$ cat src/rtl/addsub_pkg.sv
// Shared types and constants for the multicycle adder/subtractor.
// Holds the FSM state encoding and the operation mode values.
package addsub_pkg;

    typedef enum logic [1:0] {
        IDLE,
        RUN,
        DONE
    } state_t;

    localparam logic MODE_ADD = 1'b0;
    localparam logic MODE_SUB = 1'b1;

endpackage

$ cat src/rtl/multicycle_adder_subtractor_chunk_adder.sv
// W-bit ripple-carry adder slice.
// Also exposes the carry into the MSB for signed overflow detection.
module chunk_adder #(
    parameter int W = 4
) (
    input  logic [W-1:0] a,
    input  logic [W-1:0] b,
    input  logic         cin,
    output logic [W-1:0] sum,
    output logic         cout,
    output logic         cmsb
);

    // Ripple the carry bit by bit through the slice.
    always_comb begin
        logic [W:0] c;
        c    = '0;
        sum  = '0;
        c[0] = cin;
        for (int i = 0; i < W; i++) begin
            sum[i]   = a[i] ^ b[i] ^ c[i];
            c[i + 1] = (a[i] & b[i]) | (c[i] & (a[i] ^ b[i]));
        end
        cout = c[W];
        cmsb = c[W - 1];
    end

endmodule

$ cat src/rtl/multicycle_adder_subtractor.sv
// Adder/subtractor that processes CHUNK bits per cycle, LSB slice first.
// Operands shift right each cycle so the slice adder always sees bit 0.
module multicycle_adder_subtractor
    import addsub_pkg::*;
#(
    parameter int WIDTH = 16,
    parameter int CHUNK = 4
) (
    input  logic             clk_i,
    input  logic             rst_ni,
    input  logic             valid_i,
    output logic             ready_o,
    input  logic [WIDTH-1:0] a_i,
    input  logic [WIDTH-1:0] b_i,
    input  logic             m_i,
    output logic             valid_o,
    input  logic             ready_i,
    output logic [WIDTH-1:0] s_o,
    output logic             c_o,
    output logic             v_o,
    output logic             z_o,
    output logic             n_o
);

    localparam int NCHUNK = WIDTH / CHUNK;
    localparam int CW     = (NCHUNK > 1) ? $clog2(NCHUNK) : 1;
    localparam logic [CW-1:0] LAST = CW'(NCHUNK - 1);

    state_t           state;
    logic [CW-1:0]    cnt;
    logic [WIDTH-1:0] a_q;
    logic [WIDTH-1:0] b_q;
    logic [WIDTH-1:0] s_q;
    logic             carry_q;

    logic [CHUNK-1:0] sl_sum;
    logic             sl_cout;
    logic             sl_cmsb;
    logic [WIDTH-1:0] s_next;
    logic             sub;

    assign sub     = (m_i == MODE_SUB);
    assign ready_o = rst_ni && (state == IDLE);
    assign valid_o = rst_ni && (state == DONE);

    chunk_adder #(
        .W(CHUNK)
    ) u_chunk (
        .a    (a_q[CHUNK-1:0]),
        .b    (b_q[CHUNK-1:0]),
        .cin  (carry_q),
        .sum  (sl_sum),
        .cout (sl_cout),
        .cmsb (sl_cmsb)
    );

    // New slice enters at the top; after NCHUNK shifts s_next is the full result.
    always_comb begin
        s_next = (s_q >> CHUNK) | (WIDTH'(sl_sum) << (WIDTH - CHUNK));
    end

    // Control FSM plus operand, accumulator and result registers.
    always_ff @(posedge clk_i) begin
        if (!rst_ni) begin
            state   <= IDLE;
            cnt     <= '0;
            a_q     <= '0;
            b_q     <= '0;
            s_q     <= '0;
            carry_q <= 1'b0;
            s_o     <= '0;
            c_o     <= 1'b0;
            v_o     <= 1'b0;
            z_o     <= 1'b0;
            n_o     <= 1'b0;
        end else begin
            unique case (state)
                IDLE: begin
                    if (valid_i) begin
                        a_q     <= a_i;
                        b_q     <= b_i ^ {WIDTH{sub}};
                        carry_q <= sub;
                        cnt     <= '0;
                        state   <= RUN;
                    end
                end
                RUN: begin
                    a_q     <= a_q >> CHUNK;
                    b_q     <= b_q >> CHUNK;
                    s_q     <= s_next;
                    carry_q <= sl_cout;
                    cnt     <= cnt + 1'b1;
                    if (cnt == LAST) begin
                        s_o   <= s_next;
                        c_o   <= sl_cout;
                        v_o   <= sl_cout ^ sl_cmsb;
                        z_o   <= (s_next == '0);
                        n_o   <= s_next[WIDTH-1];
                        state <= DONE;
                    end
                end
                DONE: begin
                    if (ready_i) begin
                        state <= IDLE;
                    end
                end
                default: state <= IDLE;
            endcase
        end
    end

endmodule

$ cat config.mk
export PLATFORM = sky130hd
export DESIGN_NAME = multicycle_adder_subtractor
export DESIGN_NICKNAME = d
export VERILOG_FILES = /design/src/rtl/addsub_pkg.sv /design/src/rtl/multicycle_adder_subtractor_chunk_adder.sv /design/src/rtl/multicycle_adder_subtractor.sv
export SDC_FILE = /design/constraint.sdc
export NUM_CORES = 1
export LEC_CHECK = 0
export BUFFER_PORTS_ARGS = -buffer_cell sky130_fd_sc_hd__buf_2
export CAP_MARGIN = 20
export CORE_MARGIN = 3
export CORE_UTILIZATION = 35
export DETAILED_ROUTE_END_ITERATION = 16
export GPL_TIMING_DRIVEN = 0
export HOLD_SLACK_MARGIN = 0.03
export SETUP_SLACK_MARGIN = 0.02
export SYNTH_ARGS = -nofsm -noshare
export SYNTH_HDL_FRONTEND = slang
export SYNTH_HIERARCHICAL = 1
export SYNTH_SLANG_ARGS = --single-unit
$ cat constraint.sdc
create_clock -name clk_i -period 2.3 [get_ports clk_i]
set_input_delay 0.115 -clock clk_i [delete_from_list [all_inputs] [get_ports clk_i]]
set_output_delay 0.115 -clock clk_i [all_outputs]
set_load 0.1 [all_outputs]
Word level (Yosys, flattened, before mapping)
Cells that the tools add are included.
{ "word_totals": {"wordCells": 61, "in_bits": 37, "regBits": 73, "out_inout_bits": 22} }
{ "classes": {"add_sub_neg": 1, "n_reduce_logical": 8, "eq_ne": 6, "bitwise": 23, "muxes": 12} }
{ "ops": {"columns": ["operator", "count"], "rows": [
  ["case mux 16 bit (2 select lines)", 2],
  ["2-to-1 mux 16 bit", 2],
  ["logical NOT 16 bit", 1],
  ["OR 12 x 16 -> 16 bit", 1],
  ["bitwise XOR 16 bit", 1],
  ["bitwise XOR 1 bit", 9],
  ["bitwise AND 1 bit", 8],
  ["2-to-1 mux 2 bit", 4],
  ["inequality test 2 bit, second input constant", 3],
  ["case mux 2 bit (3 select lines)", 1],
  ["== test 2 bit, second input constant", 2],
  ["OR 1 bit", 4],
  ["case mux 2 bit (2 select lines)", 1],
  ["AND reduction 2 bit", 2],
  ["AND reduction 3 bit", 1],
  ["adder 2 x 1 -> 2 bit, second input constant", 1],
  ["== test 2 x 1 -> 1 bit, second input constant", 1],
  ["logical AND 1 bit", 2],
  ["logical NOT 2 bit", 1],
  ["case mux 1 bit (2 select lines)", 1],
  ["nonzero test 2 bit", 1],
  ["2-to-1 mux 1 bit", 1]
]} }

Depth between registers and ports, before layout
Gate-level depths: netlist of the first run.
{ "logic_depth": {"depth_word": 10, "ltp_mapped": 9, "ltp_nobuf": 9} }

By module
Netlist of the first run, hierarchy kept.
{ "modules_own_cells": {"columns": ["mod", "area_each_um2", "n_inst", "seq_area_each_um2", "cells_per_inst"], "rows": [
  ["multicycle_adder_subtractor", 2967.8, 1, 1361.3, 335],
  ["chunk_adder", 110.1, 1, 0.0, 12]
]} }

Worst setup path before layout of the first run
Ideal clock, no wire load.
{ "synth_path": {"kind": "reg2reg", "start": "reg a_q[0]", "end": "reg z_o", "t_required_ns": 2.226, "stages_incl_launch_ff": 10, "path_buffers": 0, "slack_ns": 0.040, "t_arrival_ns": 2.186, "setup_ns": 0.074, "synth_period_minus_slack_ns": 2.260, "cell_sequence": "dfxtp_1 > fa_1 > inv_1 > fa_1 > fa_1 > inv_1 > fa_1 > nor4_1 > nand4_1 > o21ai_0"} }
{ "synth_between": {"elab_chain_cells": 10, "elab_cells_between_ends": 14, "cone_classes": "13 x bitwise; 1 x reduce/logical"} }
{ "synth_rtl": {"columns": ["item", "line_no", "text"], "rows": [
  ["start: declaration", "multicycle_adder_subtractor.sv:31", "logic [WIDTH-1:0] a_q;"],
  ["start signal: assignment", "multicycle_adder_subtractor.sv:80", "a_q <= a_i;"],
  ["start signal: assignment", "multicycle_adder_subtractor.sv:88", "a_q <= a_q >> CHUNK;"],
  ["bitwise XOR 1 bit", "multicycle_adder_subtractor_chunk_adder.sv:22", "c[i + 1] = (a[i] & b[i]) | (c[i] & (a[i] ^ b[i]));"],
  ["bitwise AND 1 bit", "multicycle_adder_subtractor_chunk_adder.sv:22", null],
  ["OR 1 bit (*)", "multicycle_adder_subtractor_chunk_adder.sv:22", null],
  ["bitwise AND 1 bit (*)", "multicycle_adder_subtractor_chunk_adder.sv:22", null],
  ["OR 1 bit (*)", "multicycle_adder_subtractor_chunk_adder.sv:22", null],
  ["bitwise AND 1 bit (*)", "multicycle_adder_subtractor_chunk_adder.sv:22", null],
  ["OR 1 bit (*)", "multicycle_adder_subtractor_chunk_adder.sv:22", null],
  ["named net sl_cmsb", "multicycle_adder_subtractor.sv:38", "logic sl_cmsb;"],
  ["bitwise XOR 1 bit (*)", "multicycle_adder_subtractor_chunk_adder.sv:21", "sum[i] = a[i] ^ b[i] ^ c[i];"],
  ["OR 12 x 16 -> 16 bit (*)", "multicycle_adder_subtractor.sv:59", "s_next = (s_q >> CHUNK) | (WIDTH'(sl_sum) << (WIDTH - CHUNK));"],
  ["named net s_next[15]", "multicycle_adder_subtractor.sv:39", "logic [WIDTH-1:0] s_next;"],
  ["logical NOT 16 bit (*)", "multicycle_adder_subtractor.sv:97", "z_o <= (s_next == '0);"],
  ["end signal: assignment", "multicycle_adder_subtractor.sv:97", null],
  ["end: declaration", "multicycle_adder_subtractor.sv:21", "output logic z_o,"]
]} }
The timed path passes the listed nets; every way through them passes the cells marked *.
A chain may end at the register's enable or synchronous reset.

Worst setup path after layout of the first run
{ "layout_path": {"start": "reg carry_q", "end": "reg z_o"} }
{ "layout_between": {"elab_chain_cells": 9, "elab_cells_between_ends": 12, "cone_classes": "11 x bitwise; 1 x reduce/logical"} }
{ "layout_rtl": {"columns": ["item", "line_no", "text"], "rows": [
  ["start: declaration", "multicycle_adder_subtractor.sv:34", "logic carry_q;"],
  ["start signal: assignment", "multicycle_adder_subtractor.sv:82", "carry_q <= sub;"],
  ["start signal: assignment", "multicycle_adder_subtractor.sv:91", "carry_q <= sl_cout;"],
  ["bitwise AND 1 bit", "multicycle_adder_subtractor_chunk_adder.sv:22", null],
  ["OR 1 bit", "multicycle_adder_subtractor_chunk_adder.sv:22", null],
  ["bitwise AND 1 bit", "multicycle_adder_subtractor_chunk_adder.sv:22", null],
  ["OR 1 bit", "multicycle_adder_subtractor_chunk_adder.sv:22", null],
  ["bitwise AND 1 bit", "multicycle_adder_subtractor_chunk_adder.sv:22", null],
  ["OR 1 bit", "multicycle_adder_subtractor_chunk_adder.sv:22", null],
  ["named net sl_cmsb", "multicycle_adder_subtractor.sv:38", null],
  ["bitwise XOR 1 bit", "multicycle_adder_subtractor_chunk_adder.sv:21", null],
  ["OR 12 x 16 -> 16 bit", "multicycle_adder_subtractor.sv:59", null],
  ["named net s_next[15]", "multicycle_adder_subtractor.sv:39", null],
  ["logical NOT 16 bit", "multicycle_adder_subtractor.sv:97", null]
]} }
The timed path passes the listed nets, and every way through them passes these cells.

==> run summary, run 1 <==
leak pwr = 1.51 nW
clock root buffer = clkbuf_8
post-synthesis xor/xnor area fraction = 0.0484
core area = 8380 um^2
largest net degree at the start of global routing = 12
antenna violations before repair = 0
worst slew pin tran = 0.497 ns
initial cell density of the core = 0.367
number of warnings reported in the yosys synthesis log = 6
combinational family with the most area after synthesis = compound AO/OA/AOI/OAI gates
Achievable Freq = 0.444 GHz
fillers = 846
final global-route overflow total = 0
cells traversed along the worst timing path = fa_1, inv_1, fa_2, fa_2, inv_2, fa_1, nor4_1, nand4_1, o21ai_1
dpl hpwl = 5390 um
CP max FO = 2
layout cell share with drive strength beyond 1 = 0.246
Port Buf Inserts = 56
sum of internal, switching and leakage power = 2.59 mW
CTS tree = built
startpoint of the tightest hold check path = a_i[14]
unrepaired setup endpoints after global routing = true
latest clock arrival within the worst-skew pair = 0.34 ns
die area = 9960 um^2
crit path DAT = 2.53 ns
path category of the worst min-delay check = in2reg
Final Net Count = 460
most frequent standard cell in the layout excluding fill and tap cells = nand2_1
number of synthesized flops with an enable pin = 0
worst hold endpoint = a_q[14]
post-synthesis async set-or-reset flop share = 0
Synth Area in Compound Gates = 0.251
slowest cell on the critical path = fa_1
delay contributed by the slowest stage of the critical path = 0.44 ns
Crit path buffers/inverters = 2
post-synthesis adder-cell area fraction = 0.0301
final cycle utilization of the critical path = 0.979
top cell family by delay on the critical path = adder cells
Worst-path clk slew = 0.07 ns
FF+latch count, synth = 68
Area contributors post-synth = dfxtp_1, nand2_1, o2bb2ai_1, a21boi_0, xor2_1
routability congestion estimate = 0.843
top library cells by usage in the layout, fill and taps aside = nand2_1, buf_2, dfxtp_1
maximum clock insertion buffer count = 2
Chip Height = 99.8 um
area of the mapped netlist = 3080 um^2
worst endpoint required time = 2.58 ns
GRT Total Usage = 0.156
number of nets produced by synthesis = 389
sequential share of the synthesized area = 0.442
post-route clock skew = 0.00866 ns
Post-Syn Instances = 347
status = finished, final reports clean
Stages on worst setup path = 9
multiplexer share of the synthesized area = 0.00325
Total Routed Length = 7390 um
number of buffers created by CTS = 9
number of global-route vias before repair = 2584
Mapped Avg Cell Area = 8.87 um^2
R2R cell count = 9
Area after DPL = 3490 um^2
synth unique cells = 39
Hold Path Stages = 3
Reg-to-Reg End = z_o
power density of the placed cells = 695 nW/um^2
most common flop cell mapped by yosys = dfxtp_1
critical path capture point type = flip-flop
number of top-level pins = 59
total number of H-tree levels = 3
first drt pass iteration count = 4
Area Growth Syn to Fin = 20.9%
diodes inserted = 0
Hold Vio Cnt, Final = 0
maximum VDD drop = 411 uV
# clock sinks = 68
final routed DRC violation total = 0
DIE WIDTH = 99.8 um
maxcap violations = 0
portion of synthesized cell area occupied by the leading cell type = 0.442
Site Rows = 33
final setup fails = 0
worst flop-to-flop path startpoint = carry_q
first-pass GRT wire length = 12400 um
Simple-Gate Fraction of Synth Area = 0.161
vias per inst = 4.94
non-filler instance count after layout = 528
relative slew slack = 0.669
Pins Over Slew Limit = 0
accumulated negative setup slack = 0 ns
post-synth top area cell = dfxtp_1
Final Critical Period = 2.25 ns
Non-Filler Cell Area, Final = 3720 um^2
Final ANT Viol Nets = 0
category of the worst setup path launch point = flip-flop
Placed Cells = 508
WL/cell = 14.0 um
reg-to-reg slack, setup = 0.05 ns
initial detailed-routing violation count = 71
critical path start-end classification = reg2reg
via count of the routed design = 2609
==> registers in the layout, indices dropped and copies added, names as in the netlist <==
| signal | count |
|---|---|
| c_o | 1 |
| a_q | 16 |
| z_o | 1 |
| cnt | 2 |
| state | 2 |
| carry_q | 1 |
| s_q | 12 |
| b_q | 16 |
| v_o | 1 |
| s_o | 16 |
==> power by group <==
part / switching [mW] / internal (mW)
registers: 0.0417 / 1.24
clock network: 0.440 / 0.496
logic: 0.212 / 0.156
total: 0.694 / 1.89
==> per-stage QoR <==
stage          hold slack (ns)  setup slack (ns)   util
3_5_place_dp             0.373            -0.117  0.416
5_1_grt                 0.0382            -0.101  0.444
2_1_floorplan            0.260            0.0401      -
4_1_cts                 0.0316           -0.0471  0.444
3_3_place_gp             0.367            -0.117  0.416
6_report                0.0377            0.0476  0.444
==> cell families after synthesis <==
group	Yosys count
AO/OA/AOI/OAI	107
XOR/XNOR	17
adder cells (fa/ha/maj)	5
buffers and inverters	39
flip-flops	68
multiplexers	1
AND/OR/NAND/NOR	110
==> cell usage after synthesis (2+ instances only) <==
cell type,number
nor4_1,2
nand2_1,68
a22oi_1,12
buf_2,11
and2_1,2
o21ai_0,15
a21oi_1,13
clkbuf_1,8
buf_4,8
fa_1,4
a21boi_0,29
a31o_2,2
a21boi_1,9
dfxtp_1,68
inv_1,10
o2bb2ai_1,25
xor2_1,16
nor2_1,13
nor2b_1,2
and3_1,3
nand3_1,9
==> cell type report <==
cell class                 instances  area, um^2  area share
timing repair buffer              60         318      0.0854
sequential                        68        1370       0.367
buffer                            28         156      0.0420
multi-input combinational        240        1520       0.410
inverter                          11        41.3      0.0111
clock buffer                      11         131      0.0353
clock inverter                     5        52.6      0.0141
tap                              105         131      0.0353
==> layer usage <==
layer | routed length (um) | up-vias | global-route usage
li1 | - | 1335 | -
met1 | 3500 | 1193 | 0.204
met2 | 3380 | 75 | 0.253
met3 | 461 | 6 | 0.0514
met4 | 49 | 0 | 0.0315
met5 | 0 | - | 0
==> worst register-to-register path: stages (launching register included) <==
cell and delay, ns:
dfxtp_2 0.35, fa_1 0.16, inv_1 0.05, fa_2 0.34, fa_2 0.34, inv_2 0.07, fa_1 0.44, nor4_1 0.18
nand4_1 0.13, o21ai_1 0.14
==> timing repair <==
action                     in CTS  in global routing
hold endpoints to repair        3                  0
setup endpoints to repair       1                  4
resized for setup               7                  0
pin swaps                       4                  5
buffers inserted                1                  0
hold buffers                    3                  0
==> how the worst max path moves through the flow <==
| stage | from | end | slack (ns) |
|---|---|---|---|
| after floorplan | a_q[0] | z_o | 0.04 |
| after global placement | a_q[0] | z_o | -0.12 |
| after detailed placement | carry_q | z_o | -0.12 |
| after CTS | a_q[0] | z_o | -0.05 |
| after global routing | a_q[0] | z_o | -0.10 |
| final | carry_q | z_o | 0.05 |
No activity file was read; power rests on OpenSTA's default activity.
==> inputs of run 2 (changes only) <==
--- a/config.mk
+++ b/config.mk
@@ -9,6 +9,7 @@
 export CAP_MARGIN = 20
 export CORE_MARGIN = 3
 export CORE_UTILIZATION = 35
+export CTS_BUF_LIST = sky130_fd_sc_hd__clkbuf_16
 export DETAILED_ROUTE_END_ITERATION = 16
 export GPL_TIMING_DRIVEN = 0
 export HOLD_SLACK_MARGIN = 0.03
==> run summary, run 2 (same netlist as run 1, synthesis figures left out) <==
dpl hpwl = 5390 um (unchanged)
final cycle utilization of the critical path = 0.987 (+0.00789)
CTS tree = built
unrepaired setup endpoints after global routing = true
Pins Over Slew Limit = 0 (unchanged)
via count of the routed design = 2639 (+1.1%)
Area Growth Syn to Fin = 23.6%
# clock sinks = 68 (unchanged)
Chip Height = 99.8 um (unchanged)
number of top-level pins = 59 (unchanged)
Non-Filler Cell Area, Final = 3800 um^2 (+2.3%)
first element of the critical path = b_q[0]
Placed Cells = 508 (unchanged)
switching part of the total power = 0.249 (-0.0192)
worst endpoint required time = 2.56 ns (-0.02 ns)
worst flop-to-flop path startpoint = b_q[0]
part of the total power dissipated in the clock network = 0.442 (+0.080)
Final ANT Viol Nets = 0 (unchanged)
WL/cell = 14.2 um (+1.6%)
maximum clock insertion buffer count = 2 (unchanged)
startpoint of the tightest hold check path = a_i[12]
die area = 9960 um^2 (unchanged)
initial cell density of the core = 0.367 (unchanged)
diodes inserted = 0 (unchanged)
accumulated negative setup slack = 0 ns (unchanged)
Worst-path clk slew = 0.05 ns (-0.02 ns)
sum of internal, switching and leakage power = 2.96 mW (+14%)
status = finished, final reports clean
share of total power in sequential cells = 0.434 (-0.062)
power density of the placed cells = 778 nW/um^2 (+12%)
DP Worst Slack = -0.117 ns (unchanged)
leak pwr = 1.56 nW (+2.9%)
switching pwr = 0.737 mW (+6.3%)
Final Critical Period = 2.27 ns (+0.0181 ns)
most frequent standard cell in the layout excluding fill and tap cells = nand2_1
tightest hold margin = 0.0448 ns (+0.00707 ns)
least setup slack across all paths after layout = 0.0294 ns (-0.0181 ns)
GRT Total Usage = 0.158 (+0.00219)
maximum VDD drop = 352 uV (-14%)
first drt pass iteration count = 4 (unchanged)
category of the worst setup path launch point = flip-flop
Final Net Count = 458 (-0.43%)
clock root buffer = clkbuf_16
final core utilization = 0.454 (+0.0100)
final global-route overflow total = 0 (unchanged)
routability congestion estimate = 0.843 (unchanged)
critical path start-end classification = reg2reg
Hold Vio Cnt, Final = 0 (unchanged)
worst slew pin tran = 0.485 ns (-0.0120 ns)
fillers = 835 (-1.3%)
largest net degree at the start of global routing = 12 (unchanged)
number of global-route vias before repair = 2618 (+1.3%)
Achievable Freq = 0.440 GHz (-0.80%)
post-route clock skew = 0.00590 ns (-0.00275 ns)
core area = 8380 um^2 (unchanged)
layout cell share with drive strength beyond 1 = 0.252 (+0.00592)
final setup fails = 0 (unchanged)
maxcap violations = 0 (unchanged)
total number of H-tree levels = 3 (unchanged)
first-pass GRT wire length = 12600 um (+1.4%)
crit path DAT = 2.53 ns (about the same)
initial detailed-routing violation count = 92 (+30%)
Area after DPL = 3490 um^2 (unchanged)
final routed DRC violation total = 0 (unchanged)
DIE WIDTH = 99.8 um (unchanged)
vias per inst = 5.02 (+1.5%)
critical path capture point type = flip-flop
share of total power in combinational logic = 0.124 (-0.018)
top library cells by usage in the layout, fill and taps aside = nand2_1, buf_2, dfxtp_1
registers with the most flip-flops = a_q: 16 flops, b_q: 16 flops, s_o: 16 flops
CP max FO = 2 (unchanged)
Pint = 2.22 mW (+17%)
antenna violations before repair = 0 (unchanged)
Total Routed Length = 7490 um (+1.2%)
relative slew slack = 0.677 (+0.00803)
number of buffers created by CTS = 9 (unchanged)
non-filler instance count after layout = 526 (-0.38%)
path category of the worst min-delay check = in2reg
Site Rows = 33 (unchanged)
Port Buf Inserts = 56 (unchanged)
latest clock arrival within the worst-skew pair = 0.33 ns (about the same)
## run 2: changes by cell type in the layout (fill, tap and decap cells not counted)
cell / change
fa_2: +1
dlygate4sd3_1: -2
inv_2: +1
clkbuf_1: -2
clkbuf_16: +9
inv_1: +1
clkbuf_8: -9
fa_1: -1
## run 2: worst paths after layout
kind                   to  slack (ns)  cells past startpoint
setup reg to reg      z_o        0.03                      9
hold reg to reg    s_o[1]        0.45                      2
hold / removal    a_q[12]        0.04                      3
setup / recovery      z_o        0.03                      9
## run 2: repair_timing
action / CTS / global route
endpoints found under the hold margin: 1 / 0
pin swaps: 4 / 4
buffers inserted: 1 / 0
resized for setup: 9 / 0
setup endpoints to repair: 1 / 2
hold buffers: 1 / 0
## run 2: power groups by stage
stage	Sequential, mW	Combinational, mW	Clock [mW]
2_1_floorplan	1.30	0.248	0
3_3_place_gp	1.31	0.349	0
3_5_place_dp	1.31	0.353	0
4_1_cts	1.28	0.367	1.33
5_1_grt	1.29	0.415	1.39
6_report	1.29	0.367	1.31
## run 2: critical path: stages, from the launching register on
cell     delay (ns)
dfxtp_2        0.34
fa_2           0.20
inv_2          0.04
fa_2           0.33
fa_2           0.34
inv_2          0.07
fa_1           0.44
nor4_1         0.18
nand4_1        0.12
o21ai_1        0.14
## run 2: cell type report
type	count	area [um^2]	area share
buffer	28	156	0.0411
clock buffer	9	225	0.0592
clock inverter	7	60.1	0.0158
inverter	11	41.3	0.0109
multi-input combinational	240	1530	0.401
sequential	68	1370	0.359
tap	105	131	0.0345
timing repair buffer	58	298	0.0783
## run 2: metal layers
layer,global-route usage,wire (um)
met1,0.206,3560
met2,0.255,3380
met3,0.0514,471
met4,0.0399,73
met5,0,0
==> inputs of run 3 (changes only) <==
--- a/config.mk
+++ b/config.mk
@@ -13,6 +13,7 @@
 export DETAILED_ROUTE_END_ITERATION = 16
 export GPL_TIMING_DRIVEN = 0
 export HOLD_SLACK_MARGIN = 0.03
+export RECOVER_POWER = 50
 export SETUP_SLACK_MARGIN = 0.02
 export SYNTH_ARGS = -nofsm -noshare
 export SYNTH_HDL_FRONTEND = slang
==> constraint.sdc (replaced) <==
create_clock -name clk_i -period 2.3 [get_ports clk_i]
set_input_delay 0.46 -clock clk_i [delete_from_list [all_inputs] [get_ports clk_i]]
set_output_delay 0.46 -clock clk_i [all_outputs]
set_load 0.1 [all_outputs]
==> run summary, run 3 (same netlist as run 1, synthesis figures left out) <==
DIE WIDTH = 99.8 um (unchanged)
latest clock arrival within the worst-skew pair = 0.33 ns (about the same)
initial detailed-routing violation count = 90 (-2.2%)
worst slew pin tran = 0.533 ns (+0.0486 ns)
Site Rows = 33 (unchanged)
R2R cell count = 9 (unchanged)
Final Net Count = 457 (-0.22%)
number of buffers created by CTS = 9 (unchanged)
worst flop-to-flop path startpoint = b_q[0]
layout cell share with drive strength beyond 1 = 0.229 (-0.0232)
critical path start-end classification = reg2reg
total number of H-tree levels = 3 (unchanged)
maximum clock insertion buffer count = 2 (unchanged)
number of global-route vias before repair = 2612 (-0.23%)
Total Routed Length = 7480 um (-0.11%)
Final Critical Period = 2.28 ns (+0.00817 ns)
path category of the worst min-delay check = in2reg
# clock sinks = 68 (unchanged)
vias per inst = 5.01 (-0.19%)
maxcap violations = 0 (unchanged)
Area Growth Syn to Fin = 23.2%
power density of the placed cells = 780 nW/um^2 (+0.26%)
antenna violations before repair = 0 (unchanged)
largest net degree at the start of global routing = 12 (unchanged)
accumulated negative setup slack = 0 ns (unchanged)
relative slew slack = 0.645 (-0.0324)
crit path DAT = 2.54 ns (about the same)
Pins Over Slew Limit = 0 (unchanged)
least setup slack across all paths after layout = 0.0213 ns (-0.00817 ns)
hold buffers post-CTS = 0 (-1)
final setup fails = 0 (unchanged)
Worst-path clk slew = 0.05 ns (about the same)
CTS tree = built
final cycle utilization of the critical path = 0.991 (+0.00355)
top library cells by usage in the layout, fill and taps aside = nand2_1, dfxtp_1, buf_2
worst hold endpoint = a_q[13]
final routed DRC violation total = 0 (unchanged)
Final ANT Viol Nets = 0 (unchanged)
core area = 8380 um^2 (unchanged)
via count of the routed design = 2629 (-0.38%)
clock root buffer = clkbuf_16
post-route clock skew = 0.00500 ns (-0.000906 ns)
routability congestion estimate = 0.843 (unchanged)
first element of the critical path = b_q[0]
most frequent standard cell in the layout excluding fill and tap cells = nand2_1
initial cell density of the core = 0.367 (unchanged)
final global-route overflow total = 0 (unchanged)
Hold Vio Cnt, Final = 0 (unchanged)
first drt pass iteration count = 5 (+1)
fillers = 841 (+0.72%)
reg-to-reg slack, setup = 0.02 ns (about the same)
critical path capture point type = flip-flop
Reg-to-Reg End = z_o
registers with the most flip-flops = a_q: 16 flops, b_q: 16 flops, s_o: 16 flops
unrepaired setup endpoints after global routing = true
Chip Height = 99.8 um (unchanged)
category of the worst setup path launch point = flip-flop
diodes inserted = 0 (unchanged)
die area = 9960 um^2 (unchanged)
leak pwr = 1.53 nW (-1.8%)
WL/cell = 14.2 um (about the same)
first-pass GRT wire length = 12600 um (unchanged)
startpoint of the tightest hold check path = a_i[13]
dpl hpwl = 5390 um (unchanged)
maximum VDD drop = 352 uV (about the same)
Achievable Freq = 0.439 GHz (-0.36%)
Hold Path Stages = 3 (unchanged)
GRT Total Usage = 0.158 (unchanged)
DP Worst Slack = -0.117 ns (unchanged)
Port Buf Inserts = 56 (unchanged)
number of top-level pins = 59 (unchanged)
final core utilization = 0.452 (-0.00149)
worst endpoint required time = 2.56 ns (about the same)
status = finished, final reports clean
CP max FO = 2 (unchanged)
==> run 3: changes by cell type in the layout (fill, tap and decap cells not counted), moves of 2 or more <==
cell      delta
buf_6        +2
buf_4        -3
buf_2        -8
clkbuf_1     +8
==> run 3: worst max-delay path: stages, from the launching register on <==
cell	delay [ns]
dfxtp_2	0.34
fa_2	0.20
inv_2	0.04
fa_2	0.33
fa_2	0.34
inv_2	0.07
fa_1	0.44
nor4_1	0.18
nand4_1	0.13
o21ai_1	0.14
==> run 3: cell type report <==
type / count / area, um^2 / share of cell area
Tap cell: 105 / 131 / 0.0347
Sequential cell: 68 / 1370 / 0.360
Buffer: 28 / 141 / 0.0373
Clock buffer: 9 / 225 / 0.0594
Timing Repair Buffer: 57 / 300 / 0.0792
Multi-Input combinational cell: 240 / 1520 / 0.402
Clock inverter: 7 / 60.1 / 0.0158
Inverter: 11 / 45.0 / 0.0119
==> run 3: metal layers <==
metal / track usage / wire [um]
met1: 0.206 / 3520
met2: 0.254 / 3450
met3: 0.0514 / 445
met4: 0.0399 / 70
met5: 0 / 0
==> run 3: per-stage QoR <==
stage,power (mW),hold WS (ns),area (um^2),std cells
floorplan,1.54,0.432,3080,347
global placement,1.66,0.439,3490,508
detailed placement,1.66,0.445,3490,508
CTS,2.99,0.372,3810,525
global route,3.09,0.389,3790,525
finish,2.96,0.385,3790,525
==> run 3: where the power goes <==
part           switching (mW)  internal [mW]  leakage, nW
clock                   0.483          0.824        0.148
sequential             0.0426           1.24        0.556
combinational           0.213          0.152        0.825
==> run 3: repair_timing <==
item	in CTS	in global routing
gates resized for setup	13	3
setup buffers	1	0
pin swaps	4	4
setup endpoints to repair	3	4
==> run 3: how the worst max path moves through the flow <==
stage                      to  slack, ns
after floorplan           z_o       0.04
after global placement    z_o      -0.12
after detailed placement  z_o      -0.12
after CTS                 z_o      -0.05
after global routing      z_o      -0.11
final                     z_o       0.02
